### src/rtl/sync_fifo_flags.sv
// Single-clock FIFO with registered occupancy count and status flags.
// Supports registered-read and first-word-fall-through read modes.
module sync_fifo_flags #(
   parameter int WIDTH      = 8,
   parameter int DEPTH      = 16,
   parameter int PTR_WIDTH  = 4,
   parameter int AFULL_THR  = DEPTH - 2,
   parameter int AEMPTY_THR = 2,
   parameter int FWFT       = 0
) (
   input  logic                 clk_i,
   input  logic                 rst_i,
   input  logic                 wr_en_i,
   input  logic [WIDTH-1:0]     wdata_i,
   output logic                 full_o,
   output logic                 almost_full_o,
   output logic                 wr_error_o,
   input  logic                 rd_en_i,
   output logic [WIDTH-1:0]     rdata_o,
   output logic                 rvalid_o,
   output logic                 empty_o,
   output logic                 almost_empty_o,
   output logic                 rd_error_o,
   output logic [PTR_WIDTH:0]   count_o
);

   localparam logic [PTR_WIDTH:0] FULL_CNT = (PTR_WIDTH+1)'(DEPTH);
   localparam logic [PTR_WIDTH:0] AF_CNT   = (PTR_WIDTH+1)'(AFULL_THR);
   localparam logic [PTR_WIDTH:0] AE_CNT   = (PTR_WIDTH+1)'(AEMPTY_THR);
   localparam logic [PTR_WIDTH:0] ONE      = (PTR_WIDTH+1)'(1);

   logic [WIDTH-1:0]   mem [DEPTH];
   logic [PTR_WIDTH:0] wr_ptr;
   logic [PTR_WIDTH:0] rd_ptr;
   logic [PTR_WIDTH:0] count;
   logic               wr_acc;
   logic               rd_acc;
   logic               unused_wrap;

   // Wrap bits are kept for pointer bookkeeping; flags come from count.
   assign unused_wrap = ^{wr_ptr[PTR_WIDTH], rd_ptr[PTR_WIDTH]};

   assign empty_o        = (count == '0);
   assign full_o         = (count == FULL_CNT);
   assign almost_full_o  = (count >= AF_CNT);
   assign almost_empty_o = (count <= AE_CNT);
   assign count_o        = count;

   assign rd_acc = rd_en_i & ~empty_o;
   assign wr_acc = wr_en_i & (~full_o | rd_acc);

   always_ff @(posedge clk_i) begin
      if (wr_acc)
         mem[wr_ptr[PTR_WIDTH-1:0]] <= wdata_i;
   end

   always_ff @(posedge clk_i or posedge rst_i) begin
      if (rst_i) begin
         wr_ptr     <= '0;
         rd_ptr     <= '0;
         count      <= '0;
         wr_error_o <= 1'b0;
         rd_error_o <= 1'b0;
      end else begin
         wr_error_o <= wr_en_i & ~wr_acc;
         rd_error_o <= rd_en_i & ~rd_acc;
         if (wr_acc)
            wr_ptr <= wr_ptr + ONE;
         if (rd_acc)
            rd_ptr <= rd_ptr + ONE;
         unique case ({wr_acc, rd_acc})
            2'b10:   count <= count + ONE;
            2'b01:   count <= count - ONE;
            default: count <= count;
         endcase
      end
   end

   if (FWFT != 0) begin : g_fwft
      assign rdata_o  = mem[rd_ptr[PTR_WIDTH-1:0]];
      assign rvalid_o = ~empty_o;
   end else begin : g_reg
      logic [WIDTH-1:0] rdata_q;
      logic             rvalid_q;

      always_ff @(posedge clk_i or posedge rst_i) begin
         if (rst_i) begin
            rdata_q  <= '0;
            rvalid_q <= 1'b0;
         end else begin
            rvalid_q <= rd_acc;
            if (rd_acc)
               rdata_q <= mem[rd_ptr[PTR_WIDTH-1:0]];
         end
      end

      assign rdata_o  = rdata_q;
      assign rvalid_o = rvalid_q;
   end

endmodule

### config.mk
export PLATFORM = sky130hd
export DESIGN_NAME = sync_fifo_flags
export DESIGN_NICKNAME = d
export VERILOG_FILES = /design/src/rtl/sync_fifo_flags.sv
export SDC_FILE = /design/constraint.sdc
export NUM_CORES = 1
export LEC_CHECK = 0
export ABC_AREA = 1
export BUFFER_PORTS_ARGS = -buffer_cell sky130_fd_sc_hd__clkbuf_2
export CAP_MARGIN = 10
export CORE_ASPECT_RATIO = 1.1
export CORE_MARGIN = 8
export CORE_UTILIZATION = 35
export CTS_CLUSTER_DIAMETER = 60
export DETAILED_ROUTE_END_ITERATION = 10
export RECOVER_POWER = 100
export SKIP_CTS_REPAIR_TIMING = 1
export SLEW_MARGIN = 10
export SYNTH_ARGS = -nofsm -noshare
export SYNTH_HDL_FRONTEND = slang
export SYNTH_SLANG_ARGS = --single-unit
### constraint.sdc
create_clock -name clk_i -period 5 [get_ports clk_i]
set_input_delay 0 -clock clk_i [delete_from_list [all_inputs] [get_ports clk_i]]
set_output_delay 0 -clock clk_i [all_outputs]
set_load 0.005 [all_outputs]
==> impl_metrics.json <==
{
  "rsz0062_at_grt": "false",
  "r2r_cells": 13,
  "failed_checks": "max-capacitance violations, max-slew violations",
  "dp_slack_ns": 2.622,
  "clockBufferDepth": 2,
  "syn_inst": 643,
  "ys.flop_type": "edfxtp_1",
  "leakage_nw": 3.213,
  "diodes": 0,
  "clk_latency_ns": 0.43,
  "design.die.area_um2": 23950,
  "min_from": "wdata_i[5]",
  "grt_usage_pct": 13.65,
  "p_per_area_nw_per_um2": 569.9,
  "root_buffer": "clkbuf_16",
  "cp_data_arrival_time_ns": 3.10,
  "fin_crit_ns": 2.768,
  "path_class": "register to register",
  "setup_tns_ns": 0,
  "synthesis.area_um2": 6736,
  "critPathLaunchType": "register",
  "dp_hpwl_um": 9844,
  "drtAntennaViolNets": 0,
  "grt_pass1_wl_um": 24600,
  "tightest_slew_ns": 1.962,
  "async_flop_share_pct": 15.79,
  "grt_max_degree": 75,
  "max_slew_margin_pct": -30.81,
  "cts_inserted_buffers": 17,
  "period_share_pct": 55.36,
  "whs_endpoint": "mem[9][5]$_DFFE_PP_",
  "status": "complete, but fails checks",
  "setup_ws_ns": 2.232,
  "ir_drop_mv": 0.2999,
  "syn_to_final_growth_pct": 12.39,
  "whs_path_depth": 1,
  "r2r-end": "count_o[4]$_DFFE_PP0P_",
  "cp_slowest_stage_delay_ns": 0.43,
  "port_buffers": 31,
  "vias_per_cell": 4.604,
  "syn_avg_cell_area_um2": 10.48,
  "clock_skew_ns": 0.006736,
  "path_clk_slew_ns": 0.06,
  "worstPathMaxFanout": 14,
  "cts_tree": "yes",
  "min_path_type": "input pin to register",
  "finalSetupViolCount": 0,
  "ys_warn_count": 0,
  "synth_cell_types": 30,
  "cp_common_cell": "nand2_1",
  "htreeDepth": 4,
  "die_y_um": 161.5,
  "detail_route.wl_per_cell_um": 16.46,
  "finalHoldViolCount": 0,
  "rrSetupSlack_ns": 2.23,
  "nets": 692,
  "rows": 53,
  "synth_fp_nets": 664,
  "worst_r2r_startpoint": "count_o[0]$_DFFE_PP0P_",
  "antenna_found_initial": 0,
  "fillers": 1851,
  "fmax_ghz": 0.3613,
  "worst_path_max_delay_cell": "dfrtp_1",
  "place.gp.congestion": 0.8418,
  "grt_pass1_vias": 4318,
  "ys_seq_elements": 152,
  "yosysSeqAreaShare_pct": 65.97,
  "first_pass_iters": 4,
  "start_util_pct": 35.52,
  "wl_um": 15330,
  "drive_above_1_share_pct": 6.579,
  "route.detailed.drc": 0,
  "synth_edf_count": 128,
  "grt-ovfl-total": 0,
  "worstSetupEndpointType": "register",
  "drv_slew": 58,
  "cp.required_ns": 5.33,
  "vias": 4286,
  "maxCapViolations": 1,
  "core_area_um2": 18970,
  "drt_iter0_drc": 293,
  "cts_sinks": 152,
  "io_pins": 32,
  "die_w_um": 148.3,
  "path_cells": "nor2_1 -> nand3_1 -> nand2_1 -> inv_1 -> nand2_1 -> inv_1 -> ha_1 -> a21oi_1 -> nand3_1 -> nand2_1 -> nand3_1 -> nand2_1 -> inv_1"
}
[worst max path at each step]
stage | start | endpoint | slack (ns) | cells past startpoint
after floorplan | count_o[0]$_DFFE_PP0P_ | count_o[4]$_DFFE_PP0P_ | 3.07 | 13
final | count_o[0]$_DFFE_PP0P_ | count_o[4]$_DFFE_PP0P_ | 2.23 | 13
after global placement | count_o[0]$_DFFE_PP0P_ | count_o[4]$_DFFE_PP0P_ | 2.68 | 13
after global routing | count_o[0]$_DFFE_PP0P_ | count_o[4]$_DFFE_PP0P_ | 1.96 | 13
after detailed placement | count_o[0]$_DFFE_PP0P_ | count_o[4]$_DFFE_PP0P_ | 2.62 | 13
after CTS | count_o[0]$_DFFE_PP0P_ | count_o[4]$_DFFE_PP0P_ | 2.62 | 13
[metrics by stage]
| step | hold WS, ns | power [mW] | std cells | area (um^2) | utilization, % |
|---|---|---|---|---|---|
| final | 0.1940 | 4.315 | 931 | 7571 | 39.92 |
| after global routing | 0.2377 | 4.596 | 931 | 7571 | 39.92 |
| after CTS | -0.1856 | 4.374 | 928 | 7607 | 40.11 |
| after detailed placement | 0.2683 | 3.122 | 896 | 7027 | 37.05 |
| after global placement | 0.2682 | 3.122 | 896 | 7027 | 37.05 |
| after floorplan | 0.01462 | 2.729 | 643 | 6736 | - |
[layout make-up]
type | count | area [um^2] | share of cell area, %
flip-flops and latches | 152 | 4446 | 58.72
multi-input cells | 370 | 1714 | 22.64
clock buffers | 18 | 429.2 | 5.668
inverters | 94 | 352.8 | 4.660
well taps | 247 | 309.0 | 4.082
repair buffers | 36 | 168.9 | 2.231
clock inverters | 14 | 151.4 | 2.000
[logic make-up (layout without fill, tap and decap cells)]
| logic type | after synthesis | count (layout) | synth area share, % |
|---|---|---|---|
| buffers and inverters | 121 | 162 | 8.061 |
| xor gates and xnor gates | 9 | 9 | 1.282 |
| DFF | 152 | 152 | 65.97 |
| AOI/OAI and AO/OA | 17 | 17 | 1.653 |
| adders and majority gates | 9 | 9 | 1.783 |
| and+or+nand+nor | 335 | 335 | 21.25 |
[cells in the final DEF (no fill, tap or decap), drive strengths merged, types with 3 or more instances in the layout]
cell type / instances
dfrtp: 24
clkinv: 9
ha: 8
dlygate4sd3: 3
nand2: 224
clkinvlp: 3
nand3: 87
xor2: 8
edfxtp: 128
a21oi: 3
o211ai: 8
o21ai: 4
inv: 94
nor2: 21
clkbuf: 49
[worst max-delay path, delay by kind of cell, from the launching register on]
family                     cells  cell delay [ns]
AOI/OAI and AO/OA              1             0.22
and+or+nand+nor                8             1.24
adders and majority gates      1             0.32
DFF                            1             0.43
buffers and inverters          3             0.45
[sequential cells by signal, summed over array words and instances, names as in the netlist]
| name | cells |
|---|---|
| rd_ptr | 4 |
| wr_ptr | 4 |
| wr_error_o | 1 |
| count_o | 5 |
| mem | 128 |
| rd_error_o | 1 |
| rdata_o | 8 |
| rvalid_o | 1 |
[metal layers]
layer | global-route usage, % | part of all wire, %
met1 | 16.96 | 45
met2 | 21.81 | 48
met3 | 3.246 | 4.4
met4 | 6.868 | 2.7
met5 | 0 | 0
[Yosys cell counts (2+ instances only)]
master / instances / area [um^2]
ha_1: 8 / 100.1
nand2_2: 4 / 25.02
nand3_2: 4 / 40.04
o211ai_1: 8 / 60.06
nor2_1: 19 / 71.32
a21oi_1: 3 / 15.01
edfxtp_1: 128 / 3844
nand2_4: 3 / 33.78
buf_2: 14 / 70.07
clkinv_1: 2 / 7.510
xor2_1: 7 / 61.31
o21ai_1: 3 / 15.01
inv_1: 87 / 326.6
buf_6: 8 / 90.09
nor2_2: 2 / 12.51
nand2_1: 217 / 814.5
buf_4: 3 / 22.52
inv_2: 5 / 18.77
dfrtp_1: 24 / 600.6
clkbuf_1: 2 / 7.510
nand3_1: 83 / 415.4
[power by group]
part	internal, mW	switching, mW
registers	1.57	0.120
clock network	0.736	0.519
logic	0.411	0.956
total	2.72	1.60
Power figures use the tool's default switching activity.
